**src/rtl/btn_event_decoder.sv**
```systemverilog
// Classifies a debounced push-button level into short press, long press and
// double click pulses, plus a held level for an ongoing long press.
module btn_event_decoder #(
  parameter int LONG_CYCLES = 1000,
  parameter int DBL_GAP     = 250,
  parameter int CW          = 16
) (
  input  logic clk,
  input  logic rst,
  input  logic level,
  output logic short_press,
  output logic long_press,
  output logic double_click,
  output logic held
);

  typedef enum logic [2:0] {
    ARM,
    IDLE,
    DOWN1,
    WAIT2,
    DOWN2,
    LONG
  } state_t;

  localparam logic [CW-1:0] LONG_LAST = CW'(LONG_CYCLES - 1);
  localparam logic [CW-1:0] GAP_LAST  = CW'(DBL_GAP - 1);

  state_t        state;
  logic [CW-1:0] cnt;

  // One counter serves both the hold timer (DOWN1) and the gap timer (WAIT2);
  // a release beats a long-press timeout and a re-press beats a gap timeout.
  always_ff @(posedge clk or posedge rst) begin
    if (rst) begin
      state        <= ARM;
      cnt          <= '0;
      short_press  <= 1'b0;
      long_press   <= 1'b0;
      double_click <= 1'b0;
      held         <= 1'b0;
    end else begin
      short_press  <= 1'b0;
      long_press   <= 1'b0;
      double_click <= 1'b0;
      case (state)
        ARM: begin
          if (!level) state <= IDLE;
        end
        IDLE: begin
          if (level) begin
            state <= DOWN1;
            cnt   <= '0;
          end
        end
        DOWN1: begin
          if (!level) begin
            state <= WAIT2;
            cnt   <= '0;
          end else if (cnt == LONG_LAST) begin
            state      <= LONG;
            long_press <= 1'b1;
            held       <= 1'b1;
          end else begin
            cnt <= cnt + CW'(1);
          end
        end
        WAIT2: begin
          if (level) begin
            state        <= DOWN2;
            double_click <= 1'b1;
          end else if (cnt == GAP_LAST) begin
            state       <= IDLE;
            short_press <= 1'b1;
          end else begin
            cnt <= cnt + CW'(1);
          end
        end
        DOWN2: begin
          if (!level) state <= IDLE;
        end
        LONG: begin
          if (!level) begin
            state <= IDLE;
            held  <= 1'b0;
          end
        end
        default: begin
          state <= ARM;
          held  <= 1'b0;
        end
      endcase
    end
  end

endmodule
```
**config.mk**
```make
export PLATFORM = sky130hd
export DESIGN_NAME = btn_event_decoder
export DESIGN_NICKNAME = d
export VERILOG_FILES = /design/src/rtl/btn_event_decoder.sv
export SDC_FILE = /design/constraint.sdc
export NUM_CORES = 1
export LEC_CHECK = 0
export CAP_MARGIN = 30
export CORE_AREA = 2 2 44 87
export DETAILED_ROUTE_END_ITERATION = 6
export DIE_AREA = 0 0 46 89
export PLACE_DENSITY = 0.57
export SYNTH_ARGS = -nofsm -noshare
export SYNTH_HDL_FRONTEND = slang
export SYNTH_SLANG_ARGS = --single-unit
```
**constraint.sdc**
```tcl
create_clock -name clk -period 5.8 [get_ports clk]
set_clock_uncertainty 0.1 [all_clocks]
set_input_delay 1.16 -clock clk [delete_from_list [all_inputs] [get_ports clk]]
set_output_delay 1.16 -clock clk [all_outputs]
set_load 0.005 [all_outputs]
```
; Word level (Yosys, flattened, before mapping)
; Cells that the tools add are included.
; W data, S select, Z words.
[classes]
bitwise_logic = 1
muxes = 25
eq_ne = 17
n_reduce_logical = 7
n_addsub = 1
[ops]
columns = op, n
row1 = $mux W16, 5
row2 = $pmux W16 S3, 1
row3 = $mux W3, 6
row4 = $add A16 B1 Y16 const B, 1
row5 = $eq A16 B10 Y1 const B, 1
row6 = $eq A16 B8 Y1 const B, 1
row7 = $ne A2 B2 Y1 const B, 7
row8 = $pmux W3 S4, 1
row9 = $mux W1, 11
row10 = $ne A3 B3 Y1 const B, 3
row11 = $reduce_and A4 Y1, 2
row12 = $eq A3 B2 Y1 const B, 2
row13 = $eq A3 B3 Y1 const B, 2
row14 = $reduce_and A5 Y1, 1
row15 = $reduce_or A4 Y1, 1
row16 = $eq A3 B1 Y1 const B, 1
row17 = $logic_not A3 Y1, 1
row18 = $pmux W1 S3, 1
row19 = $reduce_bool A3 Y1, 1
row20 = $reduce_or A3 Y1, 1
row21 = $not A1 Y1, 1
[word_totals]
input_bits = 3
reg_bits = 23

; Logic depth before layout (Yosys ltp)
[logic_depth]
depth_word = 4
mapped_depth = 7
mapped_depth_nobuf = 6

; Worst setup path before layout
; No wires, ideal clock.
[synth_timing]
path_type = in2reg
startpoint = input level
endpoint = register cnt[3]
n_path_buf = 1
cell_stages = 6
required_time_ns = 5.620
path_slack_ns = 3.443
arrival_time_ns = 2.177
setup_time_ns = 0.080
cell_sequence = nand3b_1 nor2_1 and2_4 buf_6 or4_4 o211ai_2
[synth_between]
elab_chain_cells = 2
[synth_lines]
columns = element, line_no
row1 = "start, declared", 10  ; input logic level,
row2 = $ne A3 B3 Y1 (no line) (tied with other cells), n/a
row3 = $reduce_and A5 Y1 (no line) or $pmux W16 S3 (tied branches), n/a
row4 = "end signal, assigned", 65  ; cnt <= cnt + CW'(1);
row5 = "end signal, assigned", 76  ; cnt <= cnt + CW'(1);
row6 = "end, declared", 30  ; logic [CW-1:0] cnt;
; Several ways; a longest one is shown, not always the timed one.
; A chain may end at the register's enable or synchronous reset.

; Worst setup path after layout
[layout_timing]
startpoint = input level
endpoint = register cnt[5]
; The elaborated chain is that of the path after synthesis.

==> results.txt <==
GR Overflow Total: 0
Final nets: 153
Ranking of synthesized cells by area: dfrtp_1 43%, o21ai_0 8.2%, o31ai_1 5.0%, nand3_1 3.0%, nand2_1 2.5%
Syn. warnings: 0
Max-Cap Viols: 0
Status: completed
Syn_nets: 147
CP Capture Type: register
Net Sw Frac: 36.66%
Clock Sinks: 23
GRT Total Usage: 17.80%
Distinct cells, synth: 42
Fin. Hold Viols: 0
Clk Latency, worst-skew pair: 260 ps
Syn-to-layout area delta: 7.663%
Area leader, netlist: dfrtp_1
Layout cells sized above 1: 8.163%
Starting Density: 39.63%
FF+latch count, synth: 23
Cells after Synth: 142
Routability cong.: 0.8749
Final Max Tran Viols: 0
Hold WC Path Type: reg -> reg
Reg power frac: 46.0%
Area fraction of the dominant cell type after synthesis: 42.99%
Setup TNS: 0 ps
Root Buffer Master: clkbuf_8
Commonest non-fill, non-tap cell in the layout: dfrtp_1
Vias in the first global route: 1,171
Leakage power: 0.5727 nW
Fmax: 332.2 MHz
Number of synthesized flops with an enable pin: 0
Mapped cell area: 1339 um2
Critical path class: in -> reg
CTS Buf Count: 3
Asr flop ratio synth: 100.0%
Worst Tran Pin Value: 892.1 ps
Crit start category: primary input
Post-CTS Setup Bufs: 0
Vias: 1,152
Post-route ant nets: 0
# IOs: 7
Peak supply drop: 0.0001183 V
Pre-CTS WS: 2533 ps
Via density per instance: 6.436
Post-route clock period utilization: 51.91%
Die Footprint: 4094 um2
Number of DRC markers in iteration 0: 29
Die Span X: 46 um
Clk pwr share: 23.2%
Syn avg cell area: 9.428 um2
Sw power: 154.7 uW
Port-buffer cells: 6
First-pass GRT wire length: 5.382 mm
Setup ws final: 2789 ps
Commonest cells after routing, fill and taps aside: 23 x dfrtp_1, 22 x o21ai_0, 9 x nand2_1, 9 x nor2_1, 9 x o31ai_1
Detailed Place HPWL: 2.272 mm
Cts hold-fix bufs: 0
Htree depth: 1
Top FF cell, synth: dfrtp_1
Post_cts resized: 0
Height of the chip: 89 um
Pre-Repair DR Iteration Count: 4
DRC violations left: 0
Clock tree from TritonCTS: done
Internal Power: 267.3 uW
Critical Path AT: 3070 ps
Clk pin slew, worst setup/hold paths: 80 ps
Num rows: 30
Logic pwr share: 30.8%
Unrepaired setup endpoints after global routing: false
CP Max Fanout: 11
Core Box Area: 3378 um2
Relative slew slack: 40.46%
Power density over the cells: 292.7 nW/um2
CP Data Required Time: 5860 ps
Initial antenna violation count: 0
Final wirelength: 3.080 mm
# setup viols final: 0
N_diodes: 0
Largest net degree at the start of global routing: 24
Deepest clock path buffer count: 2
Min cycle time layout: 3011 ps
WL per Instance: 17.21 um
Seq/Total Area, Yosys: 42.99%
## final cells by class
cell class / count / area, um2
clock buffer: 4 / 45.04
fill: 347 / 1937
inverter: 5 / 18.77
multi-input combinational: 108 / 694.4
sequential: 23 / 575.6
tap: 32 / 40.04
timing repair buffer: 7 / 67.56
## stage by stage
stage	util [%]	instances	hold slack [ps]	total power [mW]	cell area, um2
floorplan	-	142	358.0	0.2972	1339
global placement	41.11	174	389.2	0.3216	1389
detailed placement	41.33	175	385.4	0.3258	1396
CTS	42.67	179	403.5	0.4261	1441
global route	42.67	179	419.1	0.4564	1441
finish	42.67	179	408.0	0.4220	1441
## path summary, 6_finish.rpt
| path | slack, ps | start | end | depth (start not counted) |
|---|---|---|---|---|
| worst max-delay path | 2790 | level | cnt[5]$_DFFE_PP0P_ | 6 |
| worst min register to register | 410 | held$_DFFE_PP0P_ | held$_DFFE_PP0P_ | 2 |
| worst max register to register | 3560 | cnt[0]$_DFFE_PP0P_ | cnt[5]$_DFFE_PP0P_ | 6 |
| worst min-delay path | 410 | held$_DFFE_PP0P_ | held$_DFFE_PP0P_ | 2 |
| min in group asynchronous | 1280 | rst | cnt[13]$_DFFE_PP0P_ | 2 |
| max in group asynchronous | 3770 | rst | cnt[2]$_DFFE_PP0P_ | 2 |
## state kept, by name (all words and copies together), names as in the netlist
name	count
long_press	1
double_click	1
state	3
cnt	16
short_press	1
held	1
## cells in the mapped netlist (2+ instances only)
cell,n
dfrtp_1,23
o21ai_0,22
nand2_1,9
nor2_1,9
o31ai_1,9
nand3_1,8
a21oi_1,5
inv_1,5
nand4_1,5
a31oi_1,4
nor3_1,4
buf_6,3
o41ai_1,3
a41oi_1,2
and3_1,2
ha_1,2
nand2b_1,2
## cell families (layout without fill, tap and decap cells)
logic type                 count (synthesis)  count (layout)  share of synthesized area [%]
DFF                                       23              23                          42.99
AOI/OAI and AO/OA                         53              53                          25.42
adders and majority gates                  2               2                          1.869
buffers and inverters                     11              16                          5.140
and+or+nand+nor                           53              53                          24.58
## metal layers
metal | wire [um] | track usage, % | up-vias | share of wire [%]
met4 | 82 | 10.13 | 0 | 2.7
met1 | 1206 | 19.82 | 562 | 39
met3 | 72 | 1.818 | 8 | 2.3
li1 | - | - | 556 | -
met2 | 1718 | 31.06 | 26 | 56
met5 | 0 | 0 | - | 0
## power by group through the flow
stage / registers (mW) / logic (mW) / clock network (mW)
floorplan: 0.189 / 0.109 / 0
global placement: 0.197 / 0.125 / 0
detailed placement: 0.197 / 0.129 / 0
CTS: 0.194 / 0.129 / 0.103
global route: 0.197 / 0.150 / 0.109
finish: 0.194 / 0.130 / 0.0978
## critical path, stage by stage
cell	delay, ps
clkdlybuf4s50_1	530
a21boi_0	250
o21bai_1	140
a41oi_1	260
nand2_1	330
o41ai_1	390
Note: power is estimated with default switching activity, not from simulation.
